<file path="config.mk">
export PLATFORM = sky130hd
export DESIGN_NAME = rb_drain_seq
export DESIGN_NICKNAME = d
export VERILOG_FILES = /design/src/rtl/rb_drain_seq_pkg.sv /design/src/rtl/sync_fwft_fifo.sv /design/src/rtl/rb_drain_seq.sv
export SDC_FILE = /design/constraint.sdc
export NUM_CORES = 1
export LEC_CHECK = 0
export CAP_MARGIN = 40
export CORE_MARGIN = 2
export CORE_UTILIZATION = 50
export CTS_BUF_LIST = sky130_fd_sc_hd__clkbuf_8
export DETAILED_ROUTE_END_ITERATION = 8
export GPL_ROUTABILITY_DRIVEN = 1
export PLACE_DENSITY = 0.73
export SYNTH_ARGS = -nofsm -noshare
export SYNTH_HDL_FRONTEND = slang
export SYNTH_SLANG_ARGS = --single-unit
</file>
<file path="constraint.sdc">
create_clock -name clk -period 22.9 [get_ports clk]
set_input_delay 6.87 -clock clk [delete_from_list [all_inputs] [get_ports clk]]
set_output_delay 6.87 -clock clk [all_outputs]
set_load 0.1 [all_outputs]
</file>
<file path="src/rtl/rb_drain_seq_pkg.sv">
// Shared definitions for the reduce-buffer drain sequencer: default
// parameters, FSM state encoding and the burst-length clamp helper.
package rb_drain_seq_pkg;

    localparam int unsigned DEF_DATA_WIDTH        = 64;
    localparam int unsigned DEF_ADDR_WIDTH        = 12;
    localparam int unsigned DEF_POWER_WIDTH       = 4;
    localparam int unsigned DEF_BRAM_READ_LATENCY = 2;
    // Skid entries beyond the read latency: one for the word on the output, one of slack.
    localparam int unsigned DEF_FIFO_SLACK        = 2;

    typedef enum logic [1:0] {
        ST_IDLE  = 2'd0,
        ST_READ  = 2'd1,
        ST_DRAIN = 2'd2,
        ST_DONE  = 2'd3
    } drain_state_e;

    // A burst can never be longer than the address space it walks.
    function automatic int unsigned eff_power(input int unsigned n, input int unsigned aw);
        return (n > aw) ? aw : n;
    endfunction

endpackage

</file>
<file path="src/rtl/sync_fwft_fifo.sv">
// Synchronous first-word-fall-through FIFO; the head word is presented
// directly from storage and reads as zero while the FIFO is empty.
module sync_fwft_fifo #(
    parameter int unsigned WIDTH = 8,
    parameter int unsigned DEPTH = 4
) (
    input  logic                       clk,
    input  logic                       rst,
    input  logic                       push_i,
    input  logic [WIDTH-1:0]           data_i,
    input  logic                       pop_i,
    output logic [WIDTH-1:0]           data_o,
    output logic                       valid_o,
    output logic [$clog2(DEPTH+1)-1:0] count_o
);

    localparam int unsigned PTR_W = (DEPTH > 1) ? $clog2(DEPTH) : 1;
    localparam int unsigned CNT_W = $clog2(DEPTH + 1);

    logic [WIDTH-1:0] mem_q [DEPTH];
    logic [PTR_W-1:0] wr_ptr_q;
    logic [PTR_W-1:0] rd_ptr_q;
    logic [CNT_W-1:0] count_q;
    logic             do_push_c;
    logic             do_pop_c;

    function automatic logic [PTR_W-1:0] ptr_inc(input logic [PTR_W-1:0] p);
        return (p == PTR_W'(DEPTH - 1)) ? '0 : p + PTR_W'(1);
    endfunction

    // A push into a full FIFO is only accepted when the head leaves in the same cycle.
    always_comb begin
        do_pop_c  = pop_i && (count_q != '0);
        do_push_c = push_i && ((count_q != CNT_W'(DEPTH)) || do_pop_c);
    end

    always_ff @(posedge clk) begin
        if (do_push_c) begin
            mem_q[wr_ptr_q] <= data_i;
        end
    end

    always_ff @(posedge clk) begin
        if (rst) begin
            wr_ptr_q <= '0;
            rd_ptr_q <= '0;
            count_q  <= '0;
        end else begin
            if (do_push_c) begin
                wr_ptr_q <= ptr_inc(wr_ptr_q);
            end
            if (do_pop_c) begin
                rd_ptr_q <= ptr_inc(rd_ptr_q);
            end
            if (do_push_c && !do_pop_c) begin
                count_q <= count_q + CNT_W'(1);
            end else if (do_pop_c && !do_push_c) begin
                count_q <= count_q - CNT_W'(1);
            end
        end
    end

    assign valid_o = (count_q != '0);
    assign data_o  = valid_o ? mem_q[rd_ptr_q] : '0;
    assign count_o = count_q;

endmodule

</file>
<file path="src/rtl/rb_drain_seq.sv">
// Streams a 2^n-word burst out of the reduce buffer: issues credit-limited
// BRAM reads, tracks them through the read latency and drains a skid FIFO.
module rb_drain_seq
    import rb_drain_seq_pkg::*;
#(
    parameter int unsigned DATA_WIDTH        = DEF_DATA_WIDTH,
    parameter int unsigned ADDR_WIDTH        = DEF_ADDR_WIDTH,
    parameter int unsigned POWER_WIDTH       = DEF_POWER_WIDTH,
    parameter int unsigned BRAM_READ_LATENCY = DEF_BRAM_READ_LATENCY,
    parameter int unsigned FIFO_DEPTH        = BRAM_READ_LATENCY + DEF_FIFO_SLACK
) (
    input  logic                    clk,
    input  logic                    rst,
    input  logic                    i_en,
    input  logic                    i_start,
    input  logic [POWER_WIDTH-1:0]  i_n,
    input  logic [ADDR_WIDTH-1:0]   i_base_addr,
    output logic                    o_rden_rb,
    output logic [ADDR_WIDTH-1:0]   o_rdaddr_rb,
    input  logic [4*DATA_WIDTH-1:0] i_data_rb,
    output logic [4*DATA_WIDTH-1:0] o_data,
    output logic                    o_valid,
    input  logic                    i_ready,
    output logic                    o_last,
    output logic                    o_busy,
    output logic                    o_done
);

    localparam int unsigned WORD_W = 4 * DATA_WIDTH;
    localparam int unsigned CNT_W  = ADDR_WIDTH + 1;
    localparam int unsigned OCC_W  = $clog2(FIFO_DEPTH + 1);
    localparam int unsigned CR_W   = $clog2(FIFO_DEPTH + BRAM_READ_LATENCY + 2) + 1;

    drain_state_e                 state_q;
    logic [ADDR_WIDTH-1:0]        base_q;
    logic [CNT_W-1:0]             total_q;
    logic [CNT_W-1:0]             issue_cnt_q;
    logic [CNT_W-1:0]             xfer_cnt_q;
    logic                         rden_q;
    logic [ADDR_WIDTH-1:0]        rdaddr_q;
    logic [BRAM_READ_LATENCY-1:0] tag_q;
    logic                         busy_q;
    logic                         done_q;

    logic                         fifo_valid;
    logic [WORD_W-1:0]            fifo_data;
    logic [OCC_W-1:0]             fifo_cnt;
    logic                         push_c;
    logic                         pop_c;
    logic                         issue_c;
    logic                         last_word_c;
    logic [CR_W-1:0]              committed_c;

    // Reads already committed to the FIFO: words held plus reads in flight,
    // less the word leaving this cycle, so steady state sustains one per cycle.
    always_comb begin
        committed_c = CR_W'(fifo_cnt) + CR_W'(rden_q);
        for (int i = 0; i < int'(BRAM_READ_LATENCY); i++) begin
            committed_c = committed_c + CR_W'(tag_q[i]);
        end
        if (pop_c) begin
            committed_c = committed_c - CR_W'(1);
        end
    end

    always_comb begin
        pop_c       = fifo_valid && i_ready;
        push_c      = tag_q[BRAM_READ_LATENCY-1];
        last_word_c = (xfer_cnt_q == total_q - CNT_W'(1));
        issue_c     = (state_q == ST_READ) && i_en && (committed_c < CR_W'(FIFO_DEPTH));
    end

    always_ff @(posedge clk) begin
        if (rst) begin
            state_q     <= ST_IDLE;
            base_q      <= '0;
            total_q     <= '0;
            issue_cnt_q <= '0;
            xfer_cnt_q  <= '0;
            rden_q      <= 1'b0;
            rdaddr_q    <= '0;
            tag_q       <= '0;
            busy_q      <= 1'b0;
            done_q      <= 1'b0;
        end else begin
            rden_q   <= issue_c;
            tag_q[0] <= rden_q;
            for (int i = 1; i < int'(BRAM_READ_LATENCY); i++) begin
                tag_q[i] <= tag_q[i-1];
            end
            busy_q <= (state_q == ST_READ) || (state_q == ST_DRAIN);
            done_q <= 1'b0;
            if (issue_c) begin
                rdaddr_q <= base_q + issue_cnt_q[ADDR_WIDTH-1:0];
            end
            if (pop_c) begin
                xfer_cnt_q <= xfer_cnt_q + CNT_W'(1);
            end

            case (state_q)
                ST_IDLE: begin
                    if (i_start) begin
                        base_q      <= i_base_addr;
                        total_q     <= CNT_W'(1) << eff_power(32'(i_n), ADDR_WIDTH);
                        issue_cnt_q <= '0;
                        xfer_cnt_q  <= '0;
                        state_q     <= ST_READ;
                    end
                end
                ST_READ: begin
                    if (issue_c) begin
                        issue_cnt_q <= issue_cnt_q + CNT_W'(1);
                        if (issue_cnt_q == total_q - CNT_W'(1)) begin
                            state_q <= ST_DRAIN;
                        end
                    end
                end
                ST_DRAIN: begin
                    if (pop_c && last_word_c) begin
                        done_q  <= 1'b1;
                        state_q <= ST_DONE;
                    end
                end
                ST_DONE: begin
                    state_q <= ST_IDLE;
                end
                default: begin
                    state_q <= ST_IDLE;
                end
            endcase
        end
    end

    sync_fwft_fifo #(
        .WIDTH (WORD_W),
        .DEPTH (FIFO_DEPTH)
    ) u_fifo (
        .clk     (clk),
        .rst     (rst),
        .push_i  (push_c),
        .data_i  (i_data_rb),
        .pop_i   (pop_c),
        .data_o  (fifo_data),
        .valid_o (fifo_valid),
        .count_o (fifo_cnt)
    );

    assign o_rden_rb   = rden_q;
    assign o_rdaddr_rb = rdaddr_q;
    assign o_data      = fifo_data;
    assign o_valid     = fifo_valid;
    assign o_last      = fifo_valid && last_word_c;
    assign o_busy      = busy_q;
    assign o_done      = done_q;

endmodule
</file>
==> impl_results.md, run 1 <==
* Status: finished, final reports clean
* Residual DRC at 0
* Critical Path RT at roughly 16 ns
* RSZ-0062 raised after global routing: false
* Fmax at 85.5 MHz
* Post-synthesis sequential area ratio at 0.753
* Largest net degree at the start of global routing at 109
* Setup CP Type: flip-flop to output port
* CP peak stage delay at 0.78 ns
* Hpwl dp at ~71 mm
* Min-Delay Path Class: flip-flop to flip-flop
* Synthesized net count at 2455
* Vias in the first global route at roughly 26000
* MaxCap Viol Count at 0
* Fin. Hold Viols at 0
* Fin Hold WS at 0.462 ns
* LEAKAGE at 19.9 nW
* Cell variety after synth at 69
* Yosys reg bits at 1103
* Most frequent cells in the layout: edfxtp_1, clkdlybuf4s50_1, and2_1
* Root Driver: clkbuf_8
* CP endpoint kind: output port
* Avg Cell Area, Syn at roughly 20 um2
* Maximum buffer depth of the clock tree at 3
* Placed inst area at 56100 um2
* Final worst path period need at 11.69 ns
* Number of H-tree levels at 4
* Initial antenna violation count at 32
* Die area at between 80000 and 90000 um2
* Fraction of layout instances using a drive strength above 1 at 0.253
* WL final at 110 mm
* Synth warnings at 0
* Number of flops mapped to enable cells by yosys at 1024
* Drt initial violations at approximately 1900
* Final Skew at 0.0244 ns
* Clk slew on worst S/H paths at 0.06 ns
* Final setup margin at 11.21 ns
* Initial Util at 0.504
* Final nets at 3396
* Worst Path Max Fanout at 108
* Congestion Overflow GR at 0
* Crit-path cells: buf_12 > buf_4 > buf_16 > mux4_2 > and2_1 > clkdlybuf4s50_1 > buf_16
* Synth Flop Type: edfxtp_1
* Routing usage on met3 at 0.0640
* Post-synth ARST share at 0
* I/O pin cnt at 550
* Synth Instances at ~2100
* Later-pin clock latency in the skew report at between 0.8 and 0.9 ns
* Final instance area at 59400 um2
* First-pass GRT wire length at around 160 mm
* Total Power at 0.00858 W
* First-pass DRT Iterations at 5
* Pwr per Cell Area at 144 nW/um2
* Slowest library cell on the worst path: dfxtp_4
* PostCTS Resize Cnt at 0
* Grt peak-use layer: met2
* Fin. max-slew vios at 0
* Postcts setup bufs at 0
* Input/output buffers at between 500 and 600
* Setup TNS at 0 ns
* Netlist Area Pre-Place at 42900 um2
* Vias after detailed routing at 24400
* Tightest Pin Transition at 0.913 ns
* Die width at between 200 and 300 um
* Met2 global-route usage at 0.424
* Die height at 297 um
* DRT antenna net count at 0
* Crit path DAT at 4.82 ns
* Placer congestion estimate at 0.844
* Met1 Resource Use GR at 0.308
* Via/cell ratio at 5.57
* CTS tree: yes
* Gr usage total at 0.249
* Most common cell after layout, fill and taps aside: edfxtp_1
* Final Cycle Share at 0.511
* Row cnt at about 110
* Final setup viols at 0
* CTS Sinks at 1103
* Mean routed wirelength per cell at 25.0 um
* Pre-CTS setup slack at about 12 ns
* Total CTS buffers at 177
* Core Box Area at 85100 um2
* # hold bufs at CTS at 0
* Worst Setup Start Kind: flip-flop
* Maximum vdd drop at about 0.17 mV
* Slew HR at 0.391
* Area Growth Syn to Fin at 38.3%
* Most used cell, CP: buf_16
logic make-up after synthesis:
kind of cell               synth area share
muxes                                 0.136
buffers and inverters                0.0119
adders and majority gates           0.00915
DFF                                   0.753
and+or+nand+nor                      0.0607
AOI/OAI and AO/OA                    0.0171
xor gates and xnor gates             0.0119
final cells by class:
class                   instances  area, um2
diodes                         25       62.6
clock buffers                 185       2550
clock inverters               126        658
fillers                      4965      25700
inverters                      25       98.8
multi-input cells             912      10100
flip-flops and latches       1103      32300
well taps                    1144       1430
repair buffers                871      12200
synthesized netlist by cell type (10+ instances only):
| library cell | count | area (um2) |
|---|---|---|
| nand3_1 | 10 | 50.1 |
| xor2_1 | 27 | 236 |
| and2_1 | 261 | 1630 |
| buf_1 | 42 | 158 |
| nand2_1 | 50 | 188 |
| a21oi_1 | 30 | 150 |
| a22o_1 | 13 | 114 |
| dfxtp_1 | 79 | 1580 |
| xnor2_1 | 29 | 254 |
| nor2_1 | 52 | 195 |
| edfxtp_1 | 1024 | 30700 |
| clkbuf_1 | 62 | 233 |
| o21ai_0 | 20 | 100 |
| ha_1 | 25 | 313 |
| inv_1 | 24 | 90.1 |
| nor3_1 | 20 | 100 |
| and3_1 | 10 | 62.6 |
| mux4_2 | 256 | 5770 |
registers in the layout, indices dropped and copies added (netlist names), 3 cells and up, named ones only:
register,flops
base_q,12
issue_cnt_q,13
o_rdaddr_rb,12
total_q,13
u_fifo.count_o,3
u_fifo.mem_q,1024
xfer_cnt_q,13
worst paths after layout:
path	from	end	slack, ns	cells past startpoint
setup / recovery	flip-flop	o_data[54]	11.21	7
hold / removal	o_rdaddr_rb[6]$_SDFFE_PP0P_	o_rdaddr_rb[6]$_SDFFE_PP0P_	0.46	2
setup reg to reg	u_fifo.count_o[0]$_SDFFE_PP0P_	state_q[1]$_SDFFE_PP0P_	18.67	12
hold reg to reg	o_rdaddr_rb[6]$_SDFFE_PP0P_	o_rdaddr_rb[6]$_SDFFE_PP0P_	0.46	2
power breakdown:
group	leakage (nW)	switching (W)	internal (W)	total (W)
Clock	1.84	0.000754	0.000791	0.00155
Sequential	9.85	0.0000342	0.00223	0.00226
Combinational	8.19	0.00285	0.00191	0.00477
critical path: cells and delay by family (launching register included):
kind	cells	cell delay [ns]
buf+inv	5	2.36
mux	1	0.57
simple gates	1	0.19
flops	1	0.78
routing by layer:
layer / up-vias / share of wire
met5: - / 0.0015
met4: 24 / 0.030
met3: 197 / 0.079
met2: 1082 / 0.52
met1: 12600 / 0.37
li1: 10500 / -
through the flow:
| stage | instances | utilization |
|---|---|---|
| 2_1_floorplan | 2149 | - |
| 3_3_place_gp | 3758 | 0.584 |
| 3_5_place_dp | 4055 | 0.659 |
| 4_1_cts | 4366 | 0.697 |
| 5_1_grt | 4385 | 0.698 |
| 6_report | 4391 | 0.698 |
No activity file was read; power rests on OpenSTA's default activity.
==> inputs of run 2 (changes only) <==
clock period = 11 ns   (was 22.9 ns; I/O delays follow)
==> run 2 against run 1 <==
Cell area shrank 0.68%. Cell count fell by 0.30%. Total power grew 110%. Non-clock buffer count decreased by 23. Register-to-register slack got worse by 12 ns. Hold slack improved by 0.0074 ns. First-iteration DRC count decreased by 8.4%. Sequential cell count is the same.
==> impl_results.md, run 2 (synthesis gave the netlist of run 1 again) <==
* Max reg flops at 1024
* # hold bufs at CTS at 0
* Crit-path cells: inv_1 > ha_1 > or3b_1 > a31oi_1 > o2111ai_1 > a311oi_1 > nand3_1 > or4_1 > nor2_1 > clkdlybuf4s50_1 > buf_8
* Tightest Pin Transition at 1.09 ns
* Initial antenna violation count at 52
* CTS Sinks at 1103
* Via/cell ratio at 5.51
* Biggest register: u_fifo.mem_q
* Final worst path period need at 7.65 ns
* HP Start: o_rdaddr_rb[0]$_SDFFE_PP0P_
* Most common cell after layout, fill and taps aside: edfxtp_1
* Vias in the first global route at ~26000
* Worst Path Max Fanout at 8
* Final instance area at 59000 um2
* Drt initial violations at 1720
* CP startpoint: total_q[0]$_SDFFE_PP0P_
* Hpwl dp at 67.2 mm
* Die area at 88300 um2
* Total CTS buffers at approximately 170
* Worst R2R Start: u_fifo.count_o[0]$_SDFFE_PP0P_
* Capture point of the worst reg-to-reg path: issue_cnt_q[12]$_SDFFE_PP0P_
* Congestion Overflow GR at 0
* Status: finished, final reports clean
* Vias after detailed routing at approximately 24000
* Maximum vdd drop at 0.377 mV
* Crit path DAT at 4.35 ns
* Final setup viols at 0
* Later-pin clock latency in the skew report at slightly above 0.8 ns
* Postcts setup bufs at 0
* Fin. max-slew vios at 0
* Residual DRC at 0
* I/O pin cnt at 550
* Slowest library cell on the worst path: or4_1
* Root Driver: clkbuf_8
* Critical Path RT at 7.70 ns
* Final nets at 3370
* Core Box Area at 85100 um2
* Worst Setup Start Kind: flip-flop
* Min-Delay Path Class: flip-flop to flip-flop
* LEAKAGE at 19.7 nW
* Gr usage total at 0.244
* Placer congestion estimate at ~0.82
* Initial Util at 0.504
* RSZ-0062 raised after global routing: false
* Pwr per Cell Area at 301 nW/um2
* First-pass DRT Iterations at 7
* Clk slew on worst S/H paths at ~0.06 ns
* Worst Setup EP: o_last
* Number of H-tree levels at 4
* Placed inst area at 55800 um2
* Die height at roughly 300 um
* MaxCap Viol Count at 0
* PostCTS Resize Cnt at 0
* First-pass GRT wire length at roughly 160 mm
* Largest net degree at the start of global routing at 150
* WL final at between 100 and 150 mm
* Slew HR at 0.274
* Reg2reg path depth at 12
* Final Skew at around 0.037 ns
* CTS tree: yes
* Setup slack, reg-to-reg at 6.79 ns
* Row cnt at 107
* Fin. Hold Viols at 0
* Maximum buffer depth of the clock tree at 3
* DRT antenna net count at 0
* Area Growth Syn to Fin at 37.4%
* CP peak stage delay at 0.58 ns
* Final Cycle Share at 0.695
* Hold Crit Depth at 2
* Most frequent cells in the layout: edfxtp_1, clkdlybuf4s50_1, and2_1
* Setup TNS at 0 ns
* Mean routed wirelength per cell at ~24 um
* Setup CP Type: flip-flop to output port
* CP endpoint kind: output port
* Input/output buffers at 549
* Fraction of layout instances using a drive strength above 1 at 0.245
* Fmax at 131 MHz
* Die width at 297 um
run 2: changes by cell type in the layout (fill, tap and decap cells not counted), sizes merged:
cell,delta
buf,-23
inv,+12
clkinv,-11
diode,+11
clkbuf,-7
clkinvlp,+5
run 2: power breakdown:
group          total, W  internal, W  switching, W  leakage (nW)
clock network   0.00316      0.00160       0.00156          1.82
logic           0.00989      0.00397       0.00592          8.01
registers       0.00472      0.00464     0.0000749          9.85
total            0.0178       0.0102       0.00755          19.7
run 2: how the worst min path moves through the flow:
| stage | to | slack, ns |
|---|---|---|
| after floorplan | flip-flop | 0.45 |
| after global placement | o_rdaddr_rb[6]$_SDFFE_PP0P_ | 0.45 |
| after detailed placement | o_rdaddr_rb[0]$_SDFFE_PP0P_ | 0.47 |
| after CTS | o_rdaddr_rb[0]$_SDFFE_PP0P_ | 0.48 |
| after global routing | o_rdaddr_rb[0]$_SDFFE_PP0P_ | 0.50 |
| final | o_rdaddr_rb[0]$_SDFFE_PP0P_ | 0.47 |
run 2: metrics by stage:
| step | setup slack, ns | instances | hold slack [ns] | utilization | total power [W] |
|---|---|---|---|---|---|
| after floorplan | 0.865 | 2149 | 0.454 | - | 0.0102 |
| after global routing | 3.06 | 4374 | 0.497 | 0.693 | 0.0183 |
| final | 3.35 | 4378 | 0.470 | 0.693 | 0.0178 |
| after CTS | 3.21 | 4342 | 0.476 | 0.692 | 0.0179 |
| after global placement | 3.75 | 3750 | 0.448 | 0.584 | 0.0120 |
| after detailed placement | 4.14 | 4032 | 0.468 | 0.655 | 0.0147 |
run 2: metal layers:
metal | vias to the layer above | wire length [um] | GRT usage
met2 | 1044 | 55700 | 0.405
met1 | 12300 | 39200 | 0.291
met4 | 36 | 4000 | 0.119
met5 | - | 230 | 0
li1 | 10500 | - | -
met3 | 234 | 8080 | 0.0728
run 2: worst max-delay path: cells and delay by family (launching register included):
kind,cells,cell delay [ns]
and+or+nand+nor,4,1.39
buffers and inverters,3,0.87
AOI/OAI and AO/OA,3,0.60
DFF,1,0.36
adders and majority gates,1,0.31
run 2: layout make-up:
cell class / instances / area, um2
tap: 1144 / 1430
clock buffer: 178 / 2450
sequential: 1103 / 32300
multi-input combinational: 912 / 10100
inverter: 25 / 98.8
clock inverter: 132 / 686
fill: 5015 / 26100
timing repair buffer: 848 / 11800
antenna: 36 / 90.1
==> inputs of run 3 (changes only) <==
PLACE_DENSITY = 0.76   (was 0.73)
clock period = 6.4 ns   (was 11 ns; I/O delays follow)
==> run 3 against run 2 <==
Register-to-register slack worse by 4.6 ns. Worst setup slack got worse by 2.8 ns. Via count hardly changed. First-iteration DRC count is 0.76% lower. Sequential cell count is the same. Highest routed layer unchanged. Critical path depth down 1. Cell count down 0.21%. Clock power rose by 67%. Utilization is 1.7 points lower. Clock-buffer cell count is 1 lower. Sequential power is 72% higher. Clock skew rose by 0.0047 ns.
==> impl_results.md, run 3 (synthesis gave the netlist of run 1 again) <==
* Final Cycle Share at 0.917
* Drt initial violations at 1707
* Max reg flops at 1024
* Core Box Area at roughly 85000 um2
* LEAKAGE at 19.3 nW
* Worst Setup Start Kind: flip-flop
* Inst Count DP at 4036
* Pre-CTS setup slack at around 1.4 ns
* Final nets at 3372
* Die width at just under 300 um
* CP endpoint kind: output port
* Postcts setup bufs at 0
* Residual DRC at 0
* Slowest library cell on the worst path: or4_1
* Later-pin clock latency in the skew report at 0.84 ns
* Biggest register: u_fifo.mem_q
* Critical Path RT at 4.48 ns
* Die area at around 88000 um2
* Clk slew on worst S/H paths at roughly 0.06 ns
* Via/cell ratio at 5.52
* Reg area at 32300 um2
* Initial Util at 0.504
* Congestion Overflow GR at 0
* Vias after detailed routing at ~24000
* Final instance area at 57500 um2
* Slew HR at 0.464
* Crit path DAT at 3.95 ns
* CTS tree: yes
* CP peak stage delay at 0.61 ns
* Pwr per Cell Area at 504 nW/um2
* Fin. Hold Viols at 0
* Reg power frac at 0.280
* P_int at 0.0163 W
* Root Driver: clkbuf_8
* Worst Path Max Fanout at 8
* Setup CP Type: flip-flop to output port
* Grt peak-use layer: met2
* Area Growth Syn to Fin at 33.9%
* Fillcell total at around 5200
* I/O pin cnt at 550
* PostCTS Resize Cnt at 0
* Clock power frac at 0.182
* Row cnt at 107
* Final setup viols at 0
* Largest net degree at the start of global routing at 98
* Routing usage on met3 at 0.0827
* Gr usage total at 0.243
* RSZ-0062 raised after global routing: false
* # hold bufs at CTS at 0
* First-pass GRT wire length at about 160 mm
* Total Power at a little under 0.03 W
* WL final at 108 mm
* Vias in the first global route at 26000
* Fmax at 170 MHz
* Switching share of total power at 0.439
* Number of H-tree levels at 4
* Placer congestion estimate at roughly 0.89
* Min-Delay Path Class: flip-flop to flip-flop
* Final worst path period need at 5.87 ns
* Placed inst area at 54400 um2
* MaxCap Viol Count at 0
* Mean routed wirelength per cell at 24.6 um
* Tightest Pin Transition at between 0.7 and 0.8 ns
* Status: finished, final reports clean
* Met1 Resource Use GR at 0.281
* Crit-path cells: inv_1 > ha_1 > or3b_1 > a31oi_1 > o2111ai_1 > a311oi_1 > nand3_1 > or4_1 > nor2_1 > buf_4
* Maximum vdd drop at 0.598 mV
* Multi-input gate area at a little over 10000 um2
* DRT antenna net count at 0
* Hpwl dp at 72.2 mm
* First-pass DRT Iterations at 5
* Die height at 297 um
* Fraction of layout instances using a drive strength above 1 at 0.260
* Input/output buffers at roughly 550
* Total CTS buffers at 172
* Met2 global-route usage at 0.412
* CTS Sinks at 1103
* Fin. max-slew vios at 0
* Most common cell after layout, fill and taps aside: edfxtp_1
* Combinational Power Share at 0.538
* Maximum buffer depth of the clock tree at 3
* Fin cells at 4369
* Final setup margin at 0.529 ns
* Switch Pwr at 0.0127 W
* Initial antenna violation count at 38
* Final Skew at about 0.042 ns
* Most frequent cells in the layout: edfxtp_1, clkdlybuf4s50_1, and2_1
* Setup TNS at 0 ns
-- run 3: changes by cell type in the layout (fill, tap and decap cells not counted), moves of 2 or more --
cell	delta
buf_16	-82
buf_12	+10
clkinv_8	+2
clkdlybuf4s50_1	-49
clkinv_1	+8
buf_8	+32
inv_1	-4
diode_2	-12
bufinv_16	-3
clkinvlp_4	-2
buf_4	+93
-- run 3: power groups by stage --
| stage | Combinational, W | Sequential [W] | Clock [W] |
|---|---|---|---|
| finish | 0.0156 | 0.00811 | 0.00527 |
| global route | 0.0160 | 0.00812 | 0.00568 |
| CTS | 0.0157 | 0.00811 | 0.00539 |
| detailed placement | 0.0156 | 0.00826 | 0 |
| global placement | 0.0123 | 0.00825 | 0 |
| floorplan | 0.00936 | 0.00824 | 0 |
-- run 3: layer usage --
metal | up-vias | part of all wire
li1 | 10500 | -
met1 | 12300 | 0.35
met2 | 1021 | 0.52
met3 | 259 | 0.088
met4 | 28 | 0.039
met5 | - | 0.0017
-- run 3: worst max-delay path: cells and delay by family (launching register included) --
kind,cells,cell delay [ns]
AOI/OAI and AO/OA,3,0.64
adders and majority gates,1,0.32
buffers and inverters,2,0.40
DFF,1,0.37
and+or+nand+nor,4,1.39
-- run 3: area by class of cell --
type                       instances  share of cell area
antenna                           24             0.00104
clock inverter                   132              0.0107
sequential                      1103               0.562
multi-input combinational        912               0.176
inverter                          25             0.00172
timing repair buffer             852               0.181
tap                             1144              0.0249
clock buffer                     177              0.0423
-- run 3: path summary, 6_finish.rpt --
kind                                       start                     endpoint  slack, ns  cells after the start
setup / recovery         total_q[0]$_SDFFE_PP0P_                       o_last       0.53                     10
hold reg to reg      o_rdaddr_rb[0]$_SDFFE_PP0P_  o_rdaddr_rb[0]$_SDFFE_PP0P_       0.48                      2
hold / removal       o_rdaddr_rb[0]$_SDFFE_PP0P_  o_rdaddr_rb[0]$_SDFFE_PP0P_       0.48                      2
setup reg to reg  u_fifo.count_o[0]$_SDFFE_PP0P_      state_q[1]$_SDFFE_PP0P_       2.18                     12
-- run 3: per-stage QoR --
step	hold slack (ns)	util
after global placement	0.454	0.589
after global routing	0.513	0.675
after CTS	0.479	0.675
after detailed placement	0.465	0.639
final	0.482	0.676
after floorplan	0.454	-
